File: src/rtl/shift_pkg.sv
// Types and direction encodings shared by the PISO transmitter and the SIPO receiver.
package shift_pkg;

  typedef enum logic {IDLE, SHIFT} tx_state_t;

  localparam logic DIR_MSB_FIRST = 1'b1;
  localparam logic DIR_LSB_FIRST = 1'b0;

endpackage

File: src/rtl/piso_hold_buf.sv
// One-entry word+dir holding register: push fills it, pop empties it,
// and a full entry is never overwritten.
module piso_hold_buf #(
  parameter int WIDTH = 8
) (
  input  logic             clk,
  input  logic             res,
  input  logic             push,
  input  logic [WIDTH-1:0] push_data,
  input  logic             push_dir,
  input  logic             pop,
  output logic             full,
  output logic [WIDTH-1:0] data,
  output logic             dir
);

  logic             full_r;
  logic [WIDTH-1:0] data_r;
  logic             dir_r;

  // Entry storage and occupancy flag; pop takes priority over a push.
  always_ff @(posedge clk) begin
    if (!res) begin
      full_r <= 1'b0;
      data_r <= {WIDTH{1'b0}};
      dir_r  <= 1'b0;
    end else if (pop) begin
      full_r <= 1'b0;
    end else if (push && !full_r) begin
      full_r <= 1'b1;
      data_r <= push_data;
      dir_r  <= push_dir;
    end
  end

  assign full = full_r;
  assign data = data_r;
  assign dir  = dir_r;

endmodule

File: src/rtl/piso_shift_tx.sv
// Bidirectional parallel-in serial-out transmitter with a one-word holding
// register so consecutive words stream without an idle cycle.
module piso_shift_tx
  import shift_pkg::*;
#(
  parameter  int WIDTH = 8,
  localparam int CNT_W = (WIDTH > 1) ? $clog2(WIDTH) : 1
) (
  input  logic             clk,
  input  logic             res,
  input  logic [WIDTH-1:0] in_data,
  input  logic             in_dir,
  input  logic             in_valid,
  output logic             in_ready,
  output logic             sout,
  output logic             sout_valid,
  output logic             sout_last,
  output logic             busy
);

  tx_state_t        state_r;
  tx_state_t        state_s;
  logic [WIDTH-1:0] shifter_r;
  logic             dir_r;
  logic [CNT_W-1:0] cnt_r;

  logic             hold_full_s;
  logic [WIDTH-1:0] hold_data_s;
  logic             hold_dir_s;

  logic             ready_s;
  logic             accept_s;
  logic             last_s;
  logic             push_s;
  logic             pop_s;
  logic             load_s;
  logic [WIDTH-1:0] load_data_s;
  logic             load_dir_s;

  assign ready_s  = res & ~hold_full_s;
  assign accept_s = in_valid & ready_s;
  assign last_s   = (state_r == SHIFT) && (cnt_r == CNT_W'(WIDTH - 1));

  // A word arriving on the last bit with the hold register empty goes
  // straight to the shifter; otherwise a mid-word arrival is parked.
  assign push_s      = accept_s & (state_r == SHIFT) & ~last_s;
  assign pop_s       = last_s & hold_full_s;
  assign load_s      = pop_s | (accept_s & ~push_s);
  assign load_data_s = pop_s ? hold_data_s : in_data;
  assign load_dir_s  = pop_s ? hold_dir_s  : in_dir;

  piso_hold_buf #(.WIDTH(WIDTH)) u_hold (
    .clk       (clk),
    .res       (res),
    .push      (push_s),
    .push_data (in_data),
    .push_dir  (in_dir),
    .pop       (pop_s),
    .full      (hold_full_s),
    .data      (hold_data_s),
    .dir       (hold_dir_s)
  );

  // State register plus shifter, word direction and bit counter.
  always_ff @(posedge clk) begin
    if (!res) begin
      state_r   <= IDLE;
      shifter_r <= {WIDTH{1'b0}};
      dir_r     <= 1'b0;
      cnt_r     <= {CNT_W{1'b0}};
    end else begin
      state_r <= state_s;
      if (load_s) begin
        shifter_r <= load_data_s;
        dir_r     <= load_dir_s;
        cnt_r     <= {CNT_W{1'b0}};
      end else if (state_r == SHIFT) begin
        if (dir_r == DIR_MSB_FIRST) begin
          shifter_r <= {shifter_r[WIDTH-2:0], 1'b0};
        end else begin
          shifter_r <= {1'b0, shifter_r[WIDTH-1:1]};
        end
        cnt_r <= last_s ? {CNT_W{1'b0}} : cnt_r + CNT_W'(1);
      end
    end
  end

  // Next-state decode.
  always_comb begin
    state_s = state_r;
    case (state_r)
      IDLE: begin
        if (accept_s) state_s = SHIFT;
        else          state_s = IDLE;
      end
      SHIFT: begin
        if (last_s && !hold_full_s && !accept_s) state_s = IDLE;
        else                                     state_s = SHIFT;
      end
      default: state_s = IDLE;
    endcase
  end

  // Serial outputs decoded purely from registered state.
  always_comb begin
    sout       = 1'b0;
    sout_valid = 1'b0;
    sout_last  = 1'b0;
    case (state_r)
      IDLE: begin
        sout       = 1'b0;
        sout_valid = 1'b0;
        sout_last  = 1'b0;
      end
      SHIFT: begin
        sout       = (dir_r == DIR_MSB_FIRST) ? shifter_r[WIDTH-1] : shifter_r[0];
        sout_valid = 1'b1;
        sout_last  = last_s;
      end
      default: begin
        sout       = 1'b0;
        sout_valid = 1'b0;
        sout_last  = 1'b0;
      end
    endcase
  end

  assign in_ready = ready_s;
  assign busy     = (state_r == SHIFT) | hold_full_s;

endmodule

File: config.mk
export PLATFORM = sky130hd
export DESIGN_NAME = piso_shift_tx
export DESIGN_NICKNAME = d
export VERILOG_FILES = /design/src/rtl/shift_pkg.sv /design/src/rtl/piso_hold_buf.sv /design/src/rtl/piso_shift_tx.sv
export SDC_FILE = /design/constraint.sdc
export NUM_CORES = 1
export LEC_CHECK = 0
export CAP_MARGIN = 20
export CORE_MARGIN = 4
export CORE_UTILIZATION = 50
export DETAILED_ROUTE_END_ITERATION = 12
export HOLD_SLACK_MARGIN = 0.05
export PLACE_DENSITY = 0.77
export SLEW_MARGIN = 20
export SYNTH_ARGS = -nofsm -noshare
export SYNTH_HDL_FRONTEND = slang
export SYNTH_HIERARCHICAL = 1
export SYNTH_SLANG_ARGS = --single-unit
File: constraint.sdc
create_clock -name clk -period 3.45 [get_ports clk]
set_input_delay 0.5175 -clock clk [delete_from_list [all_inputs] [get_ports clk]]
set_output_delay 0.5175 -clock clk [all_outputs]
set_load 0.02 [all_outputs]
# After elaboration in Yosys (flattened, before gate mapping)
# Cells that the tools add are included.
# classes
add_sub_neg	1
n_eq_ne	1
mux	13
bitwise_logic	14
n_reduce_logical	10
# op_table
operator	n
$mux 8	4
$pmux 1 s2	4
$and 1x1->1	6
$not 1->1	6
$logic_and 1x1->1	4
$mux 1	4
$reduce_or 2->1	2
$add 3x1->3 const B	1
$eq 3x3->1 const B	1
$mux 3	1
$logic_not 1->1	2
$or 1x1->1	2
$reduce_and 2->1	1
$reduce_bool 2->1	1
# word_totals
reg_bits	23
inputBits	12
wordCells	46

# Longest topological paths before layout
# Gate-level depths: netlist of the first run.
# depth
ltp_word	9
mapped_depth	8
ltp_nobuf	7

# Cells and area by module
# Netlist of the first run, hierarchy kept.
# by_module_without_submodules
module	instances	cells_per_inst	area_per_inst_um2	seq_area_each_um2
piso_shift_tx	1	91	804.5	260.2
piso_hold_buf	1	43	407.9	200.2

# Worst setup path after synthesis of the first run
# OpenSTA, ideal clock, no wires.
# synth_timing
path_type	register to register
startpoint	register cnt_r[0]
endpoint	register u_hold.data_r[0] (netlist: u_hold/data[0])
setup_time_ns	0.072
arrival_ns	1.831
setup_slack_ns	1.547
stages_incl_launch_ff	9
path_cell_list	dfxtp_1 -> ha_1 -> ha_1 -> and2_0 -> nand2_4 -> inv_1 -> nor3b_2 -> buf_6 -> mux2i_1
# synth_lines
element	line	rtl
start: declaration	piso_shift_tx.sv:25	logic [CNT_W-1:0] cnt_r;
start signal: assignment	piso_shift_tx.sv:70	cnt_r <= {CNT_W{1'b0}};
start signal: assignment	piso_shift_tx.sv:76	cnt_r <= {CNT_W{1'b0}};
start signal: assignment	piso_shift_tx.sv:83	cnt_r <= last_s ? {CNT_W{1'b0}} : cnt_r + CNT_W'(1);
$eq 3x3->1	piso_shift_tx.sv:42	assign last_s = (state_r == SHIFT) && (cnt_r == CNT_W'(WIDTH - 1));
$logic_and 1x1->1	piso_shift_tx.sv:42	
$and 1x1->1	piso_shift_tx.sv:47	assign pop_s = last_s & hold_full_s;
named net pop_s	piso_shift_tx.sv:35	logic pop_s;
$not 1->1 (no source line)	n/a	
$reduce_and 2->1 (no source line)	n/a	
end signal: assignment	piso_hold_buf.sv:25	data_r <= {WIDTH{1'b0}};
end signal: assignment	piso_hold_buf.sv:31	data_r <= push_data;
end: declaration	piso_hold_buf.sv:18	logic [WIDTH-1:0] data_r;
# The timed path passes the listed nets, and every way through them passes these cells.
# A chain may end at the register's enable or synchronous reset.

# Final worst setup path of the first run
# layout_timing
startpoint	input port res
endpoint	output port in_ready
# layout_between
elab_chain_len	1
# layout_lines
element	line	rtl
start: declaration	piso_shift_tx.sv:10	input logic res,
$and 1x1->1	piso_shift_tx.sv:40	assign ready_s = res & ~hold_full_s;
end: declaration	piso_shift_tx.sv:14	output logic in_ready,
# Every way passes these cells.

==> results by group, run 1 <==
CTS
  • Clock Tree Root: clkbuf_4
  • Worst-path clk slew: 0.12 ns
  • Clock Tree Buf Depth: 2
  • H-tree levels: 1
  • Post-CTS Setup Bufs: 0
  • CTS sink cnt: 23
  • Clock Latency Late Sink: 0.30 ns
  • Cts bufs inserted: 3
  • CTS tree: built
  • # resized after CTS: 0
  • # hold bufs at CTS: 0

Drt
  • Antenna-violating nets left: 0
  • DR vias: 928
  • Drc violations: 0
  • Detailed-route wire length per cell: 11.5 um
  • Pre-Repair DR Iteration Count: 4
  • Starting DRC count in detailed routing: 15
  • Vias per Instance: 5.27
  • Post-Route WL: 2020 um

Synthesis
  • Most common cell in the netlist: mux2i_1
  • Syn_area_per_cell: 9.05 sq um
  • Yosys reg bits: 23
  • Cell taking the most area after synthesis: dfxtp_1
  • Post-synthesis net count: 148
  • Post-synthesis cell area: 0.00121 sq mm
  • Ys async rst share: 0
  • Distinct cell type count after synthesis: 31
  • EDFF count, synth: 0
  • Top cell type's share of synthesized area: 0.380
  • Cell count after synthesis: 134
  • Largest cells by area after synthesis: dfxtp_1 38%, mux2i_1 22%, nand2_1 7.7%
  • Sequential cell area fraction in the yosys report: 0.380
  • Most frequent cells after synthesis: 27 x mux2i_1, 25 x nand2_1, 23 x dfxtp_1
  • Post-synth top flop: dfxtp_1
  • Synthesis Warnings: 6

Cells and area
  • Area growth syn-to-layout: 15.2%
  • Ratio of cells with drive above 1 in the final layout: 0.0878
  • Post-route insts no fill: 176
  • Number of diodes: 0
  • Nets@finish: 163
  • Final Instance Area: 0.00140 sq mm
  • Final Core Density: 0.619

Power and ir drop
  • Sw power: 0.000135 W
  • Clock Power Share: 0.236
  • Comb pwr share: 0.183
  • Power share of the sequential group: 0.581
  • Internal Pwr Total: 0.000376 W
  • Maximum vdd ir drop: 219 uV
  • Sw frac: 0.264
  • Pwr Density: 366 mW/mm^2
  • Leak pwr: 0.592 nW

Run status
  • Status: completed

Global route
  • First-pass GRT wire length: 3590 um
  • Vias in the first global route: 839
  • Largest net degree at the start of global routing: 29
  • Initial antenna violation count: 0
  • GR Overflow Total: 0
  • Overall routing resource usage: 0.135

Timing
  • Setup TNS: 0 ns
  • Tmin final: 2.57 ns
  • RSZ-0062 raised after global routing: false
  • Setup ws final: 0.884 ns
  • Post-route clock period utilization: 0.744
  • # setup viols final: 0
  • Clock skew: 0.00682 ns
  • Fmax achieved: 390 MHz
  • Slew headroom: 0.701
  • Max Slew Vio Count: 0
  • Worst-Margin Slew: 0.448 ns
  • Final Hold Violating Endpoints: 0

Setup path
  • CP top delay family: buffers and inverters
  • Worst endpoint required time: 2.93 ns
  • CP endpoint kind: output pin
  • WS Path Type: primary input to output pin
  • Buffers & Inverters on Critical Path: 3
  • CP cell instances: clkdlybuf4s50_1, buf_4, nor2b_1, clkdlybuf4s50_1
  • Worst Path Arrival: 2.05 ns
  • Critical Path Fanout Max: 28
  • Setup slack, reg-to-reg: 1.50 ns
  • Critical Path Most Common Cell: clkdlybuf4s50_1
  • Startpoint types: primary input
  • CP max stage delay: 0.62 ns
  • Critical Path Slowest Stage Cell: clkdlybuf4s50_1

Run
  • Max-cap violation count: 0

Floorplanning
  • Starting Density: 0.538
  • CORE AREA: 0.00225 sq mm
  • Die footprint: 0.00328 sq mm
  • Die height: 57.2 um
  • Row cnt: 17
  • Die X: 57.2 um
  • Top-Level Pins: 17

Place
  • Post-Place Worst Slack: 0.875 ns
  • Gpl congestion: 0.804
  • DP Area: 0.00137 sq mm
  • # port buffers: 16
  • Post-DP HPWL: 1520 um
  • Inst Count DP: 172

Hold path
  • Hold Path Class: flop to flop
[cells by family (layout without fill, tap and decap cells)]
family                     count (synthesis)  in the layout  synth area share
buffers and inverters                     12             26            0.0588
adders and majority gates                  2              2            0.0206
muxes                                     27             27             0.223
AOI/OAI and AO/OA                         23             23             0.109
and+or+nand+nor                           47             47             0.208
DFF                                       23             23             0.380
[layout by cell type (no fill, tap or decap), types with 2 or more instances in the layout]
master / n
clkdlybuf4s50_1: 16
dfxtp_1: 23
nand2_1: 25
a21oi_1: 3
buf_4: 3
ha_1: 2
nor2_1: 4
mux2i_1: 27
o21ai_0: 10
o22ai_1: 6
clkbuf_4: 3
nor2b_1: 2
inv_1: 3
nand2b_1: 3
nand3_1: 2
[layer usage]
| metal | global-route usage | part of all wire |
|---|---|---|
| met5 | 0 | 0 |
| met3 | 0.0249 | 0.058 |
| met1 | 0.175 | 0.47 |
| met2 | 0.222 | 0.46 |
| met4 | 0.0530 | 0.0089 |
[per-stage QoR]
stage,total power [W],hold WS (ns)
floorplan,0.000367,0.434
global placement,0.000394,0.442
detailed placement,0.000397,0.454
CTS,0.000519,0.472
global route,0.000543,0.494
finish,0.000511,0.466
[layout make-up]
| type | instances | area, sq um |
|---|---|---|
| clock buffer | 4 | 26.3 |
| fill | 211 | 858 |
| inverter | 3 | 11.3 |
| multi-input combinational | 99 | 681 |
| sequential | 23 | 460 |
| tap | 28 | 35.0 |
| timing repair buffer | 19 | 183 |
[state kept, by name (all words and copies together) (netlist names)]
register / flops
shifter_r: 8
state_r: 1
u_hold/dir: 1
dir_r: 1
cnt_r: 3
u_hold/full: 1
u_hold/data: 8
[path summary, 6_finish.rpt]
path | depth (start not counted) | start | endpoint
max | 4 | res | in_ready
min | 2 | u_hold/data[2] | u_hold/data[2]
max reg2reg | 8 | cnt_r[0] | u_hold/data[6]
min reg2reg | 2 | u_hold/data[2] | u_hold/data[2]
[worst min-delay path: cells and delay by family (launching register included)]
family | cells | cell delay (ns)
DFF | 1 | 0.33
muxes | 1 | 0.05
and+or+nand+nor | 1 | 0.05
[power by group through the flow]
stage                     combinational [W]  sequential [W]  clock (W)
after floorplan                   0.0000704        0.000297          0
after global placement            0.0000919        0.000302          0
after detailed placement          0.0000939        0.000303          0
after CTS                         0.0000944        0.000297   0.000128
after global routing               0.000105        0.000300   0.000139
final                             0.0000936        0.000297   0.000121
No activity file was read; power rests on OpenSTA's default activity.
==> inputs of run 2 (changes only) <==
clock period = 2.55 ns   (was 3.45 ns; I/O delays follow)
==> run 2 against run 1 <==
Compared with the run above:
- flip-flop and latch count unchanged
- first-iteration DRC count grew 47%
- wire length increased by 12%
- core utilization did not move
- clock skew shrank 0.00096 ns
- critical path type is now flop to output pin
==> results by group, run 2 (synthesis gave the netlist of run 1 again) <==
Global route
  • Largest net degree at the start of global routing: 27 (-6.9%)
  • Initial antenna violation count: 0 (unchanged)
  • First-pass GRT wire length: 3960 um (+10%)
  • Overall routing resource usage: 0.153 (+0.0183)
  • GR Overflow Total: 0 (unchanged)
  • Vias in the first global route: 925 (+10%)

Timing
  • Post-route clock period utilization: 0.939
  • Tmin final: 2.40 ns
  • Fmax achieved: 417 MHz
  • Final Hold Violating Endpoints: 0 (unchanged)
  • Max Slew Vio Count: 0 (unchanged)
  • Setup TNS: 0 ns (unchanged)
  • Slew headroom: 0.690 (-0.0109)
  • RSZ-0062 raised after global routing: false
  • # setup viols final: 0 (unchanged)
  • Worst-Margin Slew: 0.464 ns (+0.0163 ns)
  • Clock skew: 0.00586 ns (-0.000957 ns)

Setup path
  • Crit path launch: cnt_r[0]
  • Startpoint types: flop
  • CP cell instances: ha_1, ha_1, and2_0, clkdlybuf4s50_1
  • Critical Path Most Common Cell: ha_1
  • WS Path Type: flop to output pin
  • FF-to-FF Start: cnt_r[0]
  • Worst setup endpoint: sout_last
  • Number of cells on the critical path: 4 (unchanged)
  • CP max stage delay: 0.65 ns (+0.03 ns)
  • Worst endpoint required time: 2.17 ns (-0.76 ns)
  • Worst Path Arrival: 2.01 ns (-0.04 ns)
  • Setup slack, reg-to-reg: 0.56 ns (-0.94 ns)
  • Critical Path Slowest Stage Cell: clkdlybuf4s50_1
  • Critical Path Fanout Max: 4 (-86%)
  • CP endpoint kind: output pin
  • Reg2Reg Depth: 8 (unchanged)
  • CP top delay family: buffers and inverters
  • Buffers & Inverters on Critical Path: 1 (-2)
  • Reg2reg end: u_hold/dir

CTS
  • Worst-path clk slew: 0.12 ns (about the same)
  • Clock Latency Late Sink: 0.31 ns (about the same)
  • Post-CTS Setup Bufs: 0 (unchanged)
  • Clock Tree Buf Depth: 2 (unchanged)
  • H-tree levels: 1 (unchanged)
  • CTS sink cnt: 23 (unchanged)
  • CTS tree: built
  • # resized after CTS: 0 (unchanged)
  • Cts bufs inserted: 3 (unchanged)
  • Clock Tree Root: clkbuf_4
  • # hold bufs at CTS: 0 (unchanged)

Place
  • Post-DP HPWL: 1640 um (+7.8%)
  • Gpl congestion: 0.790 (-1.8%)
  • # port buffers: 16 (unchanged)

Run
  • Max-cap violation count: 0 (unchanged)

Floorplanning
  • Die X: 57.2 um (unchanged)
  • Row cnt: 17 (unchanged)
  • Starting Density: 0.538 (unchanged)
  • Die height: 57.2 um (unchanged)
  • Top-Level Pins: 17 (unchanged)
  • CORE AREA: 0.00225 sq mm (unchanged)
  • Die footprint: 0.00328 sq mm (unchanged)

Power and ir drop
  • Power Total: 0.000699 W (+37%)
  • Pwr Density: 501 mW/mm^2 (+37%)
  • Leak pwr: 0.592 nW (unchanged)
  • Maximum vdd ir drop: 326 uV (+49%)

Cells and area
  • Commonest non-fill, non-tap cell in the layout: mux2i_1
  • Ratio of cells with drive above 1 in the final layout: 0.0878 (unchanged)
  • Number of diodes: 0 (unchanged)
  • Commonest cells after routing, fill and taps aside: 27 x mux2i_1, 25 x nand2_1, 23 x dfxtp_1
  • Area growth syn-to-layout: 15.2% (unchanged)
  • Final Core Density: 0.619 (unchanged)
  • Nets@finish: 163 (unchanged)

Drt
  • Drc violations: 0 (unchanged)
  • Post-Route WL: 2270 um (+12%)
  • Starting DRC count in detailed routing: 22 (+7)
  • Detailed-route wire length per cell: 12.9 um (+12%)
  • Antenna-violating nets left: 0 (unchanged)
  • Pre-Repair DR Iteration Count: 3 (-1)
  • DR vias: 959 (+3.3%)
  • Vias per Instance: 5.45 (+3.3%)

Run status
  • Status: completed

Hold path
  • HP Start: u_hold/data[7]
  • Hold Path Class: flop to flop
  • Hold depth: 2 (unchanged)
==> run 2: worst min-delay path by stage <==
stage                          end  slack, ns
CTS                 u_hold/data[4]       0.47
detailed placement  u_hold/data[4]       0.45
finish              u_hold/data[7]       0.47
floorplan           u_hold/data[0]       0.43
global route        u_hold/data[4]       0.49
global placement    u_hold/data[0]       0.44
==> run 2: area by class of cell <==
cell class | count | area, sq um
Fill cell | 214 | 858
Multi-Input combinational cell | 99 | 681
Sequential cell | 23 | 460
Timing Repair Buffer | 19 | 183
Tap cell | 28 | 35.0
Clock buffer | 4 | 26.3
Inverter | 3 | 11.3
==> run 2: worst min-delay path: stages, from the launching register on <==
cell     delay (ns)
dfxtp_1        0.33
nand2_1        0.05
mux2i_1        0.05
==> run 2: metal layers <==
metal  track usage  share of wire  wire, um  vias up
met4        0.0861          0.021        48        0
met5             0              0         0        -
met3        0.0271          0.042        95        5
met1         0.173           0.44      1010      445
li1              -              -         -      491
met2         0.271           0.49      1120       18
==> run 2: power by group <==
group          leakage, nW  switching, W  internal, W
combinational        0.389     0.0000608    0.0000668
sequential           0.188     0.0000216     0.000382
clock               0.0150      0.000107    0.0000612
==> run 2: stage by stage <==
stage / cells / hold slack, ns / setup slack (ns) / area, sq um
finish: 176 / 0.469 / 0.154 / 1400
global route: 176 / 0.486 / 0.0400 / 1400
CTS: 176 / 0.470 / 0.116 / 1400
detailed placement: 172 / 0.453 / 0.456 / 1370
global placement: 172 / 0.442 / 0.506 / 1370
floorplan: 134 / 0.434 / 0.647 / 1210
==> RTL edit (settings of run 1) <==
`WIDTH` is set to 8 in 2 places; all go to 16.
--- a/src/rtl/piso_hold_buf.sv
+++ b/src/rtl/piso_hold_buf.sv
@@ -1,7 +1,7 @@
 // One-entry word+dir holding register: push fills it, pop empties it,
 // and a full entry is never overwritten.
 module piso_hold_buf #(
-  parameter int WIDTH = 8
+  parameter int WIDTH = 16
 ) (
   input  logic             clk,
   input  logic             res,
--- a/src/rtl/piso_shift_tx.sv
+++ b/src/rtl/piso_shift_tx.sv
@@ -3,7 +3,7 @@
 module piso_shift_tx
   import shift_pkg::*;
 #(
-  parameter  int WIDTH = 8,
+  parameter  int WIDTH = 16,
   localparam int CNT_W = (WIDTH > 1) ? $clog2(WIDTH) : 1
 ) (
   input  logic             clk,
Ports: changed (resized in_data); port bits go from 17 to 25. The function was not compared with the original's and may differ.
==> RTL edit against run 1 <==
Utilization increased by 0.21 points. Largest power group unchanged. Global-route usage is 3.8 points higher. Register-to-register slack lost 0.09 ns. Total power rose by 86%. Combinational power increased by 49%. Sequential cell count rose by 17. Design area grew 68%. Synthesized cell count is 66% higher. Clock power rose to 2.6 times the old value. Setup slack gained 0.24 ns. Synthesized area increased by 66%. Hold slack lost 0.0087 ns. Wire length up 110%.
==> RTL edit: results (changes against run 1) <==
[run_status]
status=finished clean

[placement]
place_congestion=0.870  ; +8.1%
io_buffers=24  ; +8
place_hpwl_mm=3.07  ; +100%

[global_route]
grtUsageMet3_pct=2.95  ; +0.46 points
grt_max_degree=43  ; +48%
use_met2_pct=25.8  ; +3.6 points
grt_pass1_wl_mm=7.06  ; +97%
first_global_vias=1513  ; +80%

[power]
ir_drop_uv=250  ; +14%
switchingPower_uw=237  ; +76%

[cts]
path_clk_slew_ns=0.07  ; -0.05 ns
ctsLongestPathBuffers=2  ; unchanged
cts_root_buffer=clkbuf_8
clock_tree.htree_level_count=2  ; +1
numCtsBuffers=5  ; +2

[sta]
finClkSkew_ns=0.00393  ; -0.00289 ns
maxSlewHeadroom_pct=33.8  ; -36 points

[synthesis]
yosysSeqAreaShare_pct=39.7  ; +1.7 points
syn_nets=244  ; +65%
yosysUniqueCellTypes=44  ; +42%
synth_area_leaders=dfxtp_1 40%, mux2i_1 16%, nand2_1 11%
ys_top_cells_by_count=58 x nand2_1, 40 x dfxtp_1, 32 x mux2i_1

[final_layout]
fillCellCount=329  ; +56%
diodes=0  ; unchanged
drive_above_1_share_pct=9.43  ; +0.64 points
nets=264  ; +62%

[critical_path]
cp.arrival_ns=1.81  ; -0.24 ns
cp_max_fo=4  ; -86%

[route]
first_iter_violations=151  ; +136
finalWirelength_mm=4.28  ; +110%

RTL edit: path summary, 6_finish.rpt:
check	startpoint	to	slack [ns]	cells past startpoint
setup / recovery	res	in_ready	1.12	4
hold / removal	u_hold/data[14]	u_hold/data[14]	0.46	2
setup reg to reg	cnt_r[0]	shifter_r[5]	1.41	4
hold reg to reg	u_hold/data[14]	u_hold/data[14]	0.46	2
RTL edit: stage by stage:
step                      area (um2)  std cells  total power, mW  hold slack, ns  setup WS [ns]
final                           2340        292            0.949           0.458           1.12
after global routing            2340        292            0.992           0.484           1.03
after CTS                       2340        292            0.952           0.460           1.12
after detailed placement        2250        284            0.645           0.450          0.992
after global placement          2250        284            0.642           0.441           1.07
after floorplan                 2020        223            0.597           0.431           1.66
RTL edit: cell families after synthesis:
logic type      count (synthesis)  share of synthesized area [%]
simple gates                   80                           17.5
compound gates                 46                           18.0
flops                          40                           39.7
mux                            35                           17.5
buf+inv                        20                           6.20
xor+xnor                        1                          0.434
fa+ha+maj                       1                          0.620
RTL edit: power groups by stage:
stage | combinational, mW | clock (mW) | sequential (mW)
floorplan | 0.0950 | 0 | 0.502
global placement | 0.137 | 0 | 0.505
detailed placement | 0.139 | 0 | 0.506
CTS | 0.139 | 0.318 | 0.495
global route | 0.152 | 0.342 | 0.498
finish | 0.139 | 0.315 | 0.495
RTL edit: metal layers:
layer / part of all wire, % / up-vias
li1: - / 842
met1: 49 / 772
met2: 44 / 38
met3: 5.5 / 7
met4: 1.5 / 0
met5: 0 / -
RTL edit: worst max-delay path, cell delays in order:
cell	delay [ns]
clkdlybuf4s50_1	0.49
inv_1	0.09
nor2_1	0.10
clkdlybuf4s50_1	0.61
RTL edit: final cells by class:
type | instances | share of cell area (%)
well taps | 48 | 2.56
clock buffers | 8 | 3.84
multi-input cells | 163 | 46.6
inverters | 2 | 0.320
repair buffers | 31 | 12.5
flip-flops and latches | 40 | 34.2
